### config.mk
export PLATFORM = sky130hd
export DESIGN_NAME = fps_seq
export DESIGN_NICKNAME = d
export VERILOG_FILES = /design/src/rtl/fps_seq.sv
export SDC_FILE = /design/constraint.sdc
export NUM_CORES = 1
export LEC_CHECK = 0
export BUFFER_PORTS_ARGS = -buffer_cell sky130_fd_sc_hd__buf_2
export CORE_UTILIZATION = 35
export DETAILED_ROUTE_END_ITERATION = 16
export GPL_ROUTABILITY_DRIVEN = 0
export PLACE_DENSITY_LB_ADDON = 0.2
export RECOVER_POWER = 25
export SYNTH_ARGS = -nofsm -noshare
export SYNTH_HDL_FRONTEND = slang
export SYNTH_SLANG_ARGS = --single-unit
### constraint.sdc
create_clock -name clk -period 6.4 [get_ports clk]
set_input_delay 1.92 -clock clk [delete_from_list [all_inputs] [get_ports clk]]
set_output_delay 1.92 -clock clk [all_outputs]
set_load 0.01 [all_outputs]
### src/rtl/fps_seq.sv
// fps_seq: multi-cycle floating-point subtractor, number_out = number_A - number_B.
// Alignment and normalisation move one bit per cycle. Denormals are flushed to zero.
// Rounding is round-to-nearest-even.
//
// Ports:
//   clk, rst_n           rising-edge clock, asynchronous active-low reset
//   in_valid / in_ready  operand handshake; in_ready is high only in the idle state
//   number_A, number_B   minuend and subtrahend, {sign, exponent, mantissa}
//   out_valid/out_ready  result handshake; the result is held while out_ready is low
//   number_out           difference
//   flags                {invalid, overflow, underflow, inexact, zero}
//                        (present only when FPS_FLAGS_EN is defined)
//
// Optional feature macro: FPS_FLAGS_EN adds the flags port and its registers.
// EXP_SIZE and MANTIS_SIZE defaults come from the macros of the same names (8 / 23).

`ifndef EXP_SIZE
`define EXP_SIZE 8
`endif
`ifndef MANTIS_SIZE
`define MANTIS_SIZE 23
`endif

module fps_seq #(
  parameter int unsigned EXP_SIZE    = `EXP_SIZE,
  parameter int unsigned MANTIS_SIZE = `MANTIS_SIZE
) (
  input  logic                          clk,
  input  logic                          rst_n,
  input  logic                          in_valid,
  output logic                          in_ready,
  input  logic [EXP_SIZE+MANTIS_SIZE:0] number_A,
  input  logic [EXP_SIZE+MANTIS_SIZE:0] number_B,
  output logic                          out_valid,
  input  logic                          out_ready,
  output logic [EXP_SIZE+MANTIS_SIZE:0] number_out
`ifdef FPS_FLAGS_EN
  ,
  output logic [4:0]                    flags
`endif
);

  localparam int unsigned W         = 1 + EXP_SIZE + MANTIS_SIZE;
  localparam int unsigned MW        = MANTIS_SIZE + 4;  // hidden + mantissa + guard/round/sticky
  localparam int unsigned EW        = EXP_SIZE + 2;     // two's complement working exponent
  localparam int unsigned ALIGN_LIM = MANTIS_SIZE + 3;
  localparam int unsigned CNT_W     = $clog2(ALIGN_LIM + 1);

  localparam logic [EXP_SIZE-1:0] EXP_ONES = '1;
  localparam logic [W-1:0] QNAN = {1'b0, EXP_ONES, 1'b1, {(MANTIS_SIZE-1){1'b0}}};

  typedef enum logic [2:0] {StIdle, StAlign, StAdd, StNorm, StRound, StDone} state_t;

  state_t               state_q, state_d;
  logic                 sign_q, sign_d;
  logic                 sub_q, sub_d;
  logic [EW-1:0]        exp_q, exp_d;
  logic [MW:0]          mant_g_q, mant_g_d;  // top bit catches the adder carry
  logic [MW-1:0]        mant_s_q, mant_s_d;
  logic [EXP_SIZE-1:0]  diff_q, diff_d;
  logic [CNT_W-1:0]     cnt_q, cnt_d;
  logic [W-1:0]         out_q, out_d;

  // Operand unpack; B's sign is inverted so the rest of the block only adds.
  logic                   a_sign, b_sign;
  logic [EXP_SIZE-1:0]    a_exp, b_exp;
  logic [MANTIS_SIZE-1:0] a_man, b_man;
  logic                   a_zero, b_zero, a_inf, b_inf, a_nan, b_nan, a_ge;
  logic [W-1:0]           a_pk, b_pk;

  assign a_sign = number_A[W-1];
  assign b_sign = ~number_B[W-1];
  assign a_exp  = number_A[W-2:MANTIS_SIZE];
  assign b_exp  = number_B[W-2:MANTIS_SIZE];
  assign a_man  = number_A[MANTIS_SIZE-1:0];
  assign b_man  = number_B[MANTIS_SIZE-1:0];
  assign a_zero = (a_exp == '0);
  assign b_zero = (b_exp == '0);
  assign a_inf  = (a_exp == EXP_ONES) && (a_man == '0);
  assign b_inf  = (b_exp == EXP_ONES) && (b_man == '0);
  assign a_nan  = (a_exp == EXP_ONES) && (a_man != '0);
  assign b_nan  = (b_exp == EXP_ONES) && (b_man != '0);
  assign a_ge   = number_A[W-2:0] >= number_B[W-2:0];
  assign a_pk   = {a_sign, a_zero ? {(W-1){1'b0}} : number_A[W-2:0]};
  assign b_pk   = {b_sign, b_zero ? {(W-1){1'b0}} : number_B[W-2:0]};

  logic         spec_hit;
  logic [W-1:0] spec_res;
`ifdef FPS_FLAGS_EN
  logic [4:0]   spec_flags, flags_q, flags_d;
`endif

  always_comb begin
    spec_hit = 1'b1;
    spec_res = '0;
`ifdef FPS_FLAGS_EN
    spec_flags = '0;
`endif
    if (a_nan || b_nan || (a_inf && b_inf && (a_sign != b_sign))) begin
      spec_res = QNAN;
`ifdef FPS_FLAGS_EN
      spec_flags = 5'b10000;
`endif
    end else if (a_inf) begin
      spec_res = a_pk;
    end else if (b_inf) begin
      spec_res = b_pk;
    end else if (number_A == number_B) begin
      spec_res = '0;
`ifdef FPS_FLAGS_EN
      spec_flags = 5'b00001;
`endif
    end else if (a_zero) begin
      spec_res = b_pk;
`ifdef FPS_FLAGS_EN
      spec_flags = {4'b0000, b_zero};
`endif
    end else if (b_zero) begin
      spec_res = a_pk;
    end else begin
      spec_hit = 1'b0;
    end
  end

  // Round-to-nearest-even on the normalised mantissa; a carry renormalises in place.
  logic                   rnd_up;
  logic [MANTIS_SIZE+1:0] rnd_sum;
  logic [EW-1:0]          rnd_exp;
  logic [MANTIS_SIZE-1:0] rnd_frac;

  assign rnd_up   = mant_g_q[2] & (mant_g_q[1] | mant_g_q[0] | mant_g_q[3]);
  assign rnd_sum  = {1'b0, mant_g_q[MW-1:3]} + {{(MANTIS_SIZE+1){1'b0}}, rnd_up};
  assign rnd_exp  = exp_q + {{(EW-1){1'b0}}, rnd_sum[MANTIS_SIZE+1]};
  assign rnd_frac = rnd_sum[MANTIS_SIZE+1] ? rnd_sum[MANTIS_SIZE:1] : rnd_sum[MANTIS_SIZE-1:0];

  always_comb begin
    state_d  = state_q;
    sign_d   = sign_q;
    sub_d    = sub_q;
    exp_d    = exp_q;
    mant_g_d = mant_g_q;
    mant_s_d = mant_s_q;
    diff_d   = diff_q;
    cnt_d    = cnt_q;
    out_d    = out_q;
`ifdef FPS_FLAGS_EN
    flags_d  = flags_q;
`endif
    unique case (state_q)
      StIdle: begin
        if (in_valid) begin
          if (spec_hit) begin
            out_d   = spec_res;
`ifdef FPS_FLAGS_EN
            flags_d = spec_flags;
`endif
            state_d = StDone;
          end else begin
            sub_d = a_sign ^ b_sign;
            cnt_d = '0;
            if (a_ge) begin
              sign_d   = a_sign;
              exp_d    = {2'b00, a_exp};
              mant_g_d = {2'b01, a_man, 3'b000};
              mant_s_d = {1'b1, b_man, 3'b000};
              diff_d   = a_exp - b_exp;
            end else begin
              sign_d   = b_sign;
              exp_d    = {2'b00, b_exp};
              mant_g_d = {2'b01, b_man, 3'b000};
              mant_s_d = {1'b1, a_man, 3'b000};
              diff_d   = b_exp - a_exp;
            end
            state_d = StAlign;
          end
        end
      end
      StAlign: begin
        if (diff_q == '0) begin
          state_d = StAdd;
        end else begin
          mant_s_d = {1'b0, mant_s_q[MW-1:2], mant_s_q[1] | mant_s_q[0]};
          diff_d   = diff_q - EXP_SIZE'(1);
          cnt_d    = cnt_q + CNT_W'(1);
          // Last allowed shift: everything left of the small operand is sticky.
          if (cnt_q == CNT_W'(ALIGN_LIM - 1)) begin
            mant_s_d = {{(MW-1){1'b0}}, |mant_s_q};
            state_d  = StAdd;
          end
        end
      end
      StAdd: begin
        mant_g_d = sub_q ? mant_g_q - {1'b0, mant_s_q} : mant_g_q + {1'b0, mant_s_q};
        state_d  = StNorm;
      end
      StNorm: begin
        if (mant_g_q[MW]) begin
          mant_g_d = {1'b0, mant_g_q[MW:2], mant_g_q[1] | mant_g_q[0]};
          exp_d    = exp_q + EW'(1);
        end else if (mant_g_q[MW-1] || (mant_g_q == '0)) begin
          state_d = StRound;
        end else begin
          mant_g_d = {mant_g_q[MW-1:0], 1'b0};
          exp_d    = exp_q - EW'(1);
        end
      end
      StRound: begin
        if (!mant_g_q[MW-1]) begin
          out_d   = '0;
`ifdef FPS_FLAGS_EN
          flags_d = 5'b00001;
`endif
        end else if (!rnd_exp[EW-1] && (rnd_exp >= {2'b00, EXP_ONES})) begin
          out_d   = {sign_q, EXP_ONES, {MANTIS_SIZE{1'b0}}};
`ifdef FPS_FLAGS_EN
          flags_d = 5'b01000;
`endif
        end else if (rnd_exp[EW-1] || (rnd_exp == '0)) begin
          out_d   = {sign_q, {(W-1){1'b0}}};
`ifdef FPS_FLAGS_EN
          flags_d = 5'b00111;
`endif
        end else begin
          out_d   = {sign_q, rnd_exp[EXP_SIZE-1:0], rnd_frac};
`ifdef FPS_FLAGS_EN
          flags_d = {3'b000, |mant_g_q[2:0], 1'b0};
`endif
        end
        state_d = StDone;
      end
      StDone: begin
        if (out_ready) state_d = StIdle;
      end
      default: state_d = StIdle;
    endcase
  end

  always_ff @(posedge clk or negedge rst_n) begin
    if (!rst_n) begin
      state_q  <= StIdle;
      sign_q   <= 1'b0;
      sub_q    <= 1'b0;
      exp_q    <= '0;
      mant_g_q <= '0;
      mant_s_q <= '0;
      diff_q   <= '0;
      cnt_q    <= '0;
      out_q    <= '0;
`ifdef FPS_FLAGS_EN
      flags_q  <= '0;
`endif
    end else begin
      state_q  <= state_d;
      sign_q   <= sign_d;
      sub_q    <= sub_d;
      exp_q    <= exp_d;
      mant_g_q <= mant_g_d;
      mant_s_q <= mant_s_d;
      diff_q   <= diff_d;
      cnt_q    <= cnt_d;
      out_q    <= out_d;
`ifdef FPS_FLAGS_EN
      flags_q  <= flags_d;
`endif
    end
  end

  assign in_ready   = (state_q == StIdle);
  assign out_valid  = (state_q == StDone);
  assign number_out = out_q;
`ifdef FPS_FLAGS_EN
  assign flags      = flags_q;
`endif

endmodule

==> results.sh, run 1 <==
export IMPL_status="complete, but fails checks"
export IMPL_violations="capacitance limit, slew limit"
export IMPL_seqPwrFrac_pct=22.2
export IMPL_critPathCaptureType="register"
export IMPL_core_mm2=0.0319
export IMPL_period_needed_ns=4.78
export IMPL_grt_max_degree=55
export IMPL_netlist_instances=1483
export IMPL_numCtsBuffers=17
export IMPL_clk_latency_ns=0.45
export IMPL_setup_viol=0
export IMPL_grt_pass1_vias=10900
export IMPL_p_switching_uw=3660
export IMPL_worstPathRequired_ns=6.76
export IMPL_intPower_uw=3560
export IMPL_nets=1685
export IMPL_htreeDepth=4
export IMPL_holdBufCountCts=0
export IMPL_hp_class="reg2reg"
export IMPL_post_cts_buffers=0
export IMPL_first_pass_iters=6
export IMPL_ant_nets=0
export IMPL_avgSynthCellArea_um2=7.73
export IMPL_die_h_um=183
export IMPL_worstHoldStart="number_out[26]"
export IMPL_rsz0062_at_grt="no"
export IMPL_timing_final_ws_setup_ns=1.62
export IMPL_finalCritPeriodShare_pct=74.7
export IMPL_antenna_found_initial=2
export IMPL_ys_ff_latch=115
export IMPL_start_util_pct=35.9
export IMPL_drt_initial_drc_count=1440
export IMPL_post_drt_wl_per_cell_um=21.1
export IMPL_cts_root_buf="clkbuf_16"
export IMPL_pwr_share_comb_pct=63.3
export IMPL_fin_skew_ns=0.0149
export IMPL_critPathLaunchType="register"
export IMPL_hold_viol_final=0
export IMPL_cp_startpoint="mant_g_q[3]"
export IMPL_setup_tns_ns=0
export IMPL_p_leak_uw=0.00555
export IMPL_layout_commonest_cell="a21oi_1"
export IMPL_timing_rr_end="number_out[18]"
export IMPL_synthArstFlopShare_pct=100
export IMPL_ys_flop_type="dfrtp_1"
export IMPL_reg2reg_depth=16
export IMPL_routed_wl_mm=41.7
export IMPL_grt_usage_pct=25.1
export IMPL_pre_cts_ws_ns=1.20
export IMPL_final_cell_mix="a21oi_1, nor2_1, dfrtp_1"
export IMPL_clkPwrFrac_pct=14.5
export IMPL_path_max_fanout=12
export IMPL_die_w_um=183
export IMPL_power_density_mw_per_mm2=558
export IMPL_drive_gt1_share_pct=12.1
export IMPL_relSlewSlack_pct=-53.9
export IMPL_dpl_cell_count=1948
export IMPL_cp_endpoint="number_out[18]"
export IMPL_power_total_uw=7220
export IMPL_cp_arrival_ns=5.14
export IMPL_worstSetupPathType="reg2reg"
export IMPL_dieArea_mm2=0.0335
export IMPL_worstMarginPinSlew_ns=2.31
export IMPL_clock_path_buffers=2
export IMPL_drv_slew=68
export IMPL_overflow=0
export IMPL_ir_drop_v=0.000251
export IMPL_fmax_ghz=0.209
export IMPL_hold_path_depth=2
export IMPL_synth_nets=1636
export IMPL_grt_pass1_wl_mm=64.7
export IMPL_rows=65
export IMPL_cts_resized=0
export IMPL_cts_tree="done"
export IMPL_syn_area_mm2=0.0115
export IMPL_switching_share_pct=50.7
export IMPL_clk_pin_slew_ns=0.06
export IMPL_worstReg2RegStart="mant_g_q[3]"
export IMPL_vias_per_cell=5.92
export IMPL_layout_cells_non_filler=1981
export IMPL_synth_edf_count=0
export IMPL_synth_cell_types=81
export IMPL_ioPinCount=102
export IMPL_numClockSinks=115
export IMPL_area_growth_pct=12.9
export IMPL_vias=11700
export IMPL_hpwl_mm=32.3
export IMPL_post_route_drc_count=0
export IMPL_synth_warnings=0
export IMPL_rrSetupSlack_ns=1.62
export IMPL_drv_cap=2
export IMPL_yosysSeqAreaShare_pct=25.1
export IMPL_port_buffers=101
## how the worst min path moves through the flow
stage	end	slack, ns
final	number_out[26]	0.47
after detailed placement	number_out[30]	0.47
after CTS	number_out[30]	0.48
after floorplan	diff_q[5]	0.48
after global placement	number_out[27]	0.46
after global routing	number_out[31]	0.49
## layer usage
metal	share of wire [%]	GRT usage, %	up-vias
li1	-	-	5577
met1	49	38.2	5675
met2	43	37.0	444
met3	7.0	3.59	38
met4	1.2	5.80	0
met5	0	0	-
## synthesized netlist by cell type (8+ instances only)
cell type  count  area share, %
o22a_1        16            1.2
mux2_2         9           0.88
a21o_1        31            2.0
a31oi_1       18           0.98
o22ai_1       15           0.82
o21ai_0      101            4.4
nor2b_1        9           0.49
inv_1         67            2.2
a41oi_1        9           0.69
nand2b_1      11           0.60
ha_1          81            8.8
o21ai_1       17           0.74
and3_1        14           0.76
dfrtp_1      115             25
nand2_1      107            3.5
a22oi_1       16            1.0
nor2_1       143            4.7
buf_2         13           0.57
nand4_1       21            1.1
clkbuf_1      64            2.1
mux2i_1       47            4.1
nor4_1        18           0.98
a211oi_1      14           0.92
a2bb2oi_1     23            1.8
nor3_1        59            2.6
xnor2_1       51            3.9
xor2_1        31            2.4
nand3_1       41            1.8
or4_1         12           0.79
and2_1         9           0.49
buf_1          8           0.26
a21oi_1      170            7.4
## per-stage QoR
| step | utilization (%) | cell area, µm² | hold slack, ns |
|---|---|---|---|
| after floorplan | - | 11500 | 0.481 |
| after global placement | 38.6 | 12300 | 0.459 |
| after detailed placement | 38.6 | 12300 | 0.465 |
| after CTS | 40.6 | 12900 | 0.478 |
| after global routing | 40.6 | 12900 | 0.488 |
| final | 40.6 | 12900 | 0.470 |
## power groups by stage
stage | clock [µW] | sequential, µW | combinational [µW]
2_1_floorplan | 0 | 1340 | 3570
3_3_place_gp | 0 | 1590 | 4420
3_5_place_dp | 0 | 1590 | 4480
4_1_cts | 1070 | 1580 | 4500
5_1_grt | 1100 | 1650 | 5050
6_report | 1050 | 1600 | 4570
## state kept, by name (all words and copies together) (netlist names)
| signal | cells |
|---|---|
| state_q | 3 |
| mant_g_q | 28 |
| exp_q | 10 |
| sub_q | 1 |
| cnt_q | 5 |
| mant_s_q | 27 |
| sign_q | 1 |
| diff_q | 8 |
| number_out | 32 |
## final cells by class
| type | instances | area (µm²) |
|---|---|---|
| Sequential cell | 115 | 2880 |
| Multi-Input combinational cell | 1210 | 7980 |
| Clock buffer | 18 | 429 |
| Antenna cell | 1 | 2.50 |
| Clock inverter | 14 | 203 |
| Tap cell | 435 | 544 |
| Inverter | 67 | 251 |
| Fill cell | 3356 | 18900 |
| Timing Repair Buffer | 121 | 648 |
## cell families (layout without fill, tap and decap cells)
kind of cell    after synthesis  in the layout  share of synthesized area [%]
fa+ha+maj                    85             85                           9.54
flops                       115            115                           25.1
xor+xnor                     82             82                           6.27
other cells                   0              1                              0
mux                          56             56                           4.99
simple gates                484            484                           21.0
buf+inv                     158            220                           5.50
compound gates              503            503                           27.6
## worst max-delay path, cell delays in order, from the launching register on
cell,delay (ns)
dfrtp_1,0.49
inv_1,0.11
nor2_1,0.13
ha_1,0.20
and4_1,0.26
nand2_1,0.20
nor4_4,0.59
ha_1,0.29
ha_1,0.25
and4_1,0.34
nand4_1,0.14
xor2_1,0.34
o21ai_1,0.14
a211o_1,0.43
a31o_2,0.32
o32a_1,0.37
o21ai_1,0.12
Power figures use the tool's default switching activity.
==> run 2, diff against run 1 <==
clock period = 4.85 ns   (was 6.4 ns; I/O delays follow)
==> run 2 against run 1 <==
Compared with the run above: the run still ends with capacitance limit, slew limit left; largest cell class unchanged; sequential cell count unchanged; clock skew up 0.0028 ns; highest routed layer unchanged; utilization up 0.53 points; non-clock buffer count up 18; sequential share of layout area down 0.28 points; sequential power up 25%; hold slack better by 0.0023 ns; first-iteration DRC count down 13%.
==> results.sh, run 2 (synthesized netlist as in run 1, its figures left out) <==
export IMPL_status="complete, but fails checks"
export IMPL_violations="capacitance limit, slew limit"
export IMPL_p_leak_uw=0.00564
export IMPL_worstPathRequired_ns=5.20
export IMPL_drive_gt1_share_pct=13.2
export IMPL_drv_cap=1
export IMPL_dieArea_mm2=0.0335
export IMPL_cp_common_cell="nand2_1"
export IMPL_timing_final_ws_setup_ns=0.475
export IMPL_nets=1703
export IMPL_nFillCells=3349
export IMPL_area_growth_pct=14.3
export IMPL_holdBufCountCts=0
export IMPL_holdPathEnd="number_out[25]"
export IMPL_routed_wl_mm=42.3
export IMPL_critPathLaunchType="register"
export IMPL_hold_viol_final=0
export IMPL_cts_resized=0
export IMPL_cts_tree="done"
export IMPL_hold_path_depth=2
export IMPL_htreeDepth=4
export IMPL_fmax_ghz=0.229
export IMPL_regArea_mm2=0.00288
export IMPL_numCtsBuffers=17
export IMPL_rrSetupSlack_ns=0.48
export IMPL_antenna_found_initial=6
export IMPL_numClockSinks=115
export IMPL_rows=65
export IMPL_ant_nets=0
export IMPL_multi_input_area_mm2=0.00798
export IMPL_vias=11800
export IMPL_rsz0062_at_grt="no"
export IMPL_cts_root_buf="clkbuf_16"
export IMPL_ioPinCount=102
export IMPL_grt_max_degree=75
export IMPL_timing_rr_end="mant_g_q[25]"
export IMPL_drt_initial_drc_count=1246
export IMPL_dpl_cell_area_mm2=0.0125
export IMPL_cp_arrival_ns=4.73
export IMPL_pre_cts_ws_ns=0.269
export IMPL_setup_tns_ns=0
export IMPL_die_w_um=183
export IMPL_final_cell_mix="a21oi_1, nor2_1, dfrtp_1"
export IMPL_relSlewSlack_pct=-58.7
export IMPL_design_area_mm2=0.0131
export IMPL_worstReg2RegStart="mant_s_q[0]"
export IMPL_die_h_um=183
export IMPL_power_density_mw_per_mm2=741
export IMPL_grt_usage_pct=25.3
export IMPL_clk_pin_slew_ns=0.06
export IMPL_start_util_pct=35.9
export IMPL_vias_per_cell=5.91
export IMPL_grt_pass1_vias=10800
export IMPL_path_max_fanout=9
export IMPL_largest_register_ffs=32
export IMPL_reg2reg_depth=14
export IMPL_core_mm2=0.0319
export IMPL_period_needed_ns=4.37
export IMPL_worstHoldStart="number_out[25]"
export IMPL_post_route_drc_count=0
export IMPL_max_stage_delay_ns=0.56
export IMPL_drv_slew=43
export IMPL_hpwl_mm=32.5
export IMPL_grt_pass1_wl_mm=65.2
export IMPL_critPathCaptureType="register"
export IMPL_layout_commonest_cell="a21oi_1"
export IMPL_overflow=0
export IMPL_port_buffers=101
export IMPL_first_pass_iters=6
export IMPL_setup_viol=0
export IMPL_crit_chain="inv_1, ha_1, or4b_1, nor3_1, nand2_1, nand2_1, xor2_1, ha_1, nand2_1, or3_1, o21ai_1, a311o_1, nand3_1, a31oi_1"
export IMPL_post_drt_wl_per_cell_um=21.1
export IMPL_ir_drop_v=0.000280
export IMPL_clock_path_buffers=2
export IMPL_hp_class="reg2reg"
export IMPL_cpMaxStageDelayCell="or4b_1"
export IMPL_worstMarginPinSlew_ns=2.38
export IMPL_finalCritPeriodShare_pct=90.2
export IMPL_fin_skew_ns=0.0177
export IMPL_worstSetupPathType="reg2reg"
export IMPL_post_cts_buffers=0
export IMPL_clk_latency_ns=0.44
run 2: final cells by class:
cell class | count | area share (%)
clock inverter | 13 | 1.49
multi-input combinational | 1210 | 60.9
clock buffer | 19 | 3.46
antenna | 5 | 0.0955
timing repair buffer | 139 | 6.02
inverter | 67 | 1.92
sequential | 115 | 22.0
tap | 435 | 4.15
run 2: through the flow:
step	instances	utilization, %	hold WS [ns]	total power [µW]
2_1_floorplan	1483	-	0.481	6470
3_3_place_gp	1966	39.1	0.459	8070
3_5_place_dp	1966	39.1	0.467	8140
4_1_cts	1998	41.1	0.481	9590
5_1_grt	2002	41.1	0.498	10400
6_report	2003	41.1	0.472	9710
run 2: worst max path at each step:
stage,start,endpoint,slack (ns)
global route,mant_s_q[0],mant_g_q[25],0.15
finish,mant_s_q[0],mant_g_q[25],0.48
global placement,number_A[27],number_out[14],0.26
CTS,mant_g_q[3],number_out[18],0.51
detailed placement,number_A[25],number_out[14],0.27
floorplan,mant_g_q[3],number_out[18],0.98
run 2: metal layers:
metal | global-route usage [%] | part of all wire (%) | up-vias
met5 | 0 | 0 | -
li1 | - | - | 5619
met1 | 38.4 | 49 | 5638
met3 | 4.53 | 8.3 | 37
met4 | 6.57 | 1.5 | 0
met2 | 36.3 | 42 | 543
run 2: critical path, delay by kind of cell (launching register included):
kind,cells,cell delay (ns)
AO/OA/AOI/OAI,3,0.91
XOR/XNOR,1,0.24
adder cells (fa/ha/maj),2,0.67
buffers and inverters,1,0.08
flip-flops,1,0.42
AND/OR/NAND/NOR,7,1.96
run 2: where the power goes:
part / switching (µW) / leakage, µW / internal (µW) / total (µW)
Combinational: 3760 / 0.00391 / 2540 / 6290
Sequential: 637 / 0.00143 / 1360 / 2000
Clock: 521 / 0.000307 / 895 / 1420
==> run 3, diff against run 2 <==
CORE_ASPECT_RATIO = 2   (was not set)
==> run 3 against run 2 <==
Compared with the run above: the flow still finishes with violations (capacitance limit, slew limit); sequential power shrank 6%; maximum frequency decreased by 3.1%; routed wire length rose by 15%; power up 3.2%; worst setup slack got worse by 0.14 ns; hold slack better by 0.0054 ns; sequential cell count unchanged; count of clock-buffer cells in the layout unchanged; critical path type unchanged; largest power group unchanged.
==> results.sh, run 3 (synthesized netlist as in run 1, its figures left out) <==
export IMPL_status="complete, but fails checks"
export IMPL_violations="capacitance limit, slew limit"
export IMPL_vias_per_cell=6.03
export IMPL_cp_common_cell="ha_1"
export IMPL_timing_rr_end="number_out[18]"
export IMPL_post_cts_buffers=0
export IMPL_critPathCaptureType="register"
export IMPL_final_util_pct=40.7
export IMPL_critPathLaunchType="register"
export IMPL_area_growth_pct=14.6
export IMPL_nets=1717
export IMPL_die_h_um=258
export IMPL_rrSetupSlack_ns=0.34
export IMPL_port_buffers=101
export IMPL_fin_skew_ns=0.0111
export IMPL_holdBufCountCts=0
export IMPL_nFillCells=3405
export IMPL_hpwl_mm=37.6
export IMPL_drive_gt1_share_pct=13.9
export IMPL_grt_pass1_vias=12000
export IMPL_drv_cap=2
export IMPL_power_density_mw_per_mm2=763
export IMPL_clk_latency_ns=0.44
export IMPL_grt_use_met3_pct=6.26
export IMPL_cts_tree="done"
export IMPL_fmax_ghz=0.222
export IMPL_vias=12100
export IMPL_final_cell_mix="a21oi_1, nor2_1, dfrtp_1"
export IMPL_worstSetupPathType="reg2reg"
export IMPL_grt_pass1_wl_mm=72.0
export IMPL_antenna_found_initial=6
export IMPL_setup_viol=0
export IMPL_numCtsBuffers=17
export IMPL_ir_drop_v=0.000338
export IMPL_max_stage_delay_ns=0.48
export IMPL_cp_startpoint="mant_g_q[3]"
export IMPL_finalCritPeriodShare_pct=93.1
export IMPL_relSlewSlack_pct=-12.1
export IMPL_core_mm2=0.0322
export IMPL_hold_viol_final=0
export IMPL_path_max_fanout=12
export IMPL_grt_busiest_layer="met2"
export IMPL_largest_register_ffs=32
export IMPL_post_route_drc_count=0
export IMPL_numClockSinks=115
export IMPL_worstMarginPinSlew_ns=1.68
export IMPL_die_w_um=130
export IMPL_drt_initial_drc_count=859
export IMPL_start_util_pct=35.6
export IMPL_crit_chain="inv_1, nor2_1, ha_1, and4_1, nand2_1, nor4_4, ha_1, ha_1, and4_1, nand4_1, xor2_1, o21ai_1, a211o_1, a31o_2, o32a_1, o21ai_1"
export IMPL_overflow=0
export IMPL_routed_wl_mm=48.9
export IMPL_cp_endpoint="number_out[18]"
export IMPL_cp_arrival_ns=4.87
export IMPL_p_leak_uw=0.00568
export IMPL_rows=93
export IMPL_cpMaxStageDelayCell="dfrtp_1"
export IMPL_first_pass_iters=5
export IMPL_reg2reg_depth=16
export IMPL_grt_use_met2_pct=53.0
export IMPL_grt_max_degree=60
export IMPL_htreeDepth=4
export IMPL_period_needed_ns=4.51
export IMPL_rsz0062_at_grt="no"
export IMPL_use_met1_pct=28.6
export IMPL_worstReg2RegStart="mant_g_q[3]"
export IMPL_ioPinCount=102
export IMPL_hold_ws_ns=0.477
export IMPL_layout_commonest_cell="a21oi_1"
export IMPL_critPathTopFamily="simple AND/OR/NAND/NOR gates"
export IMPL_grt_usage_pct=29.7
export IMPL_clk_pin_slew_ns=0.06
export IMPL_cts_root_buf="clkbuf_16"
export IMPL_post_drt_wl_per_cell_um=24.3
export IMPL_dieArea_mm2=0.0335
export IMPL_cp_depth=16
export IMPL_setup_tns_ns=0
export IMPL_hp_class="reg2reg"
export IMPL_ant_nets=0
export IMPL_cp_buffers_inverters=1
export IMPL_clock_path_buffers=2
export IMPL_drv_slew=118
export IMPL_cts_resized=0
export IMPL_worstPathRequired_ns=5.21
run 3: changes by cell type in the layout (fill, tap and decap cells not counted), sizes merged:
cell / previous run / this run
inv: 71 / 68
clkinv: 2 / 6
buf: 137 / 151
bufinv: 4 / 2
diode: 5 / 3
clkinvlp: 3 / 4
run 3: cell type report:
class	instances	area (µm²)	share of cell area, %
Clock buffer	19	433	3.30
Inverter	67	251	1.91
Clock inverter	13	136	1.04
Multi-Input combinational cell	1210	7980	60.7
Tap cell	427	534	4.07
Sequential cell	115	2880	21.9
Timing Repair Buffer	153	918	6.99
Antenna cell	3	7.51	0.0572
run 3: how the worst min path moves through the flow:
stage	start	endpoint	cells past startpoint
4_1_cts	number_out[23]	number_out[23]	2
5_1_grt	number_out[8]	number_out[8]	2
6_report	number_out[2]	number_out[2]	2
2_1_floorplan	diff_q[5]	diff_q[5]	2
3_5_place_dp	number_out[23]	number_out[23]	2
3_3_place_gp	number_out[2]	number_out[2]	2
run 3: per-layer routing:
metal  vias up  wire length, µm  share of wire (%)
li1       5628                -                  -
met1      5757            16100                 33
met2       512            25200                 52
met3       189             2960                6.1
met4         8             4520                9.3
met5         -               53               0.11
run 3: stage by stage:
step / power [µW] / instance area [µm²] / cells / worst slack, ns
floorplan: 6470 / 11500 / 1483 / 0.975
global placement: 8540 / 12600 / 1972 / 0.401
detailed placement: 8590 / 12600 / 1972 / 0.365
CTS: 9920 / 13100 / 2004 / 0.400
global route: 10700 / 13100 / 2004 / 0.0546
finish: 10000 / 13100 / 2007 / 0.336
run 3: power by group:
part	leakage [µW]	switching [µW]	internal, µW
Clock	0.000269	526	754
Combinational	0.00398	4200	2650
Sequential	0.00143	522	1360
Total	0.00568	5250	4770
run 3: worst reg2reg max path, cell delays in order, from the launching register on:
cell     delay [ns]
dfrtp_1        0.48
inv_1          0.11
nor2_1         0.12
ha_1           0.21
and4_1         0.26
nand2_1        0.19
nor4_4         0.35
ha_1           0.24
ha_1           0.25
and4_1         0.36
nand4_1        0.15
xor2_1         0.34
o21ai_1        0.13
a211o_1        0.43
a31o_2         0.33
o32a_1         0.36
o21ai_1        0.13
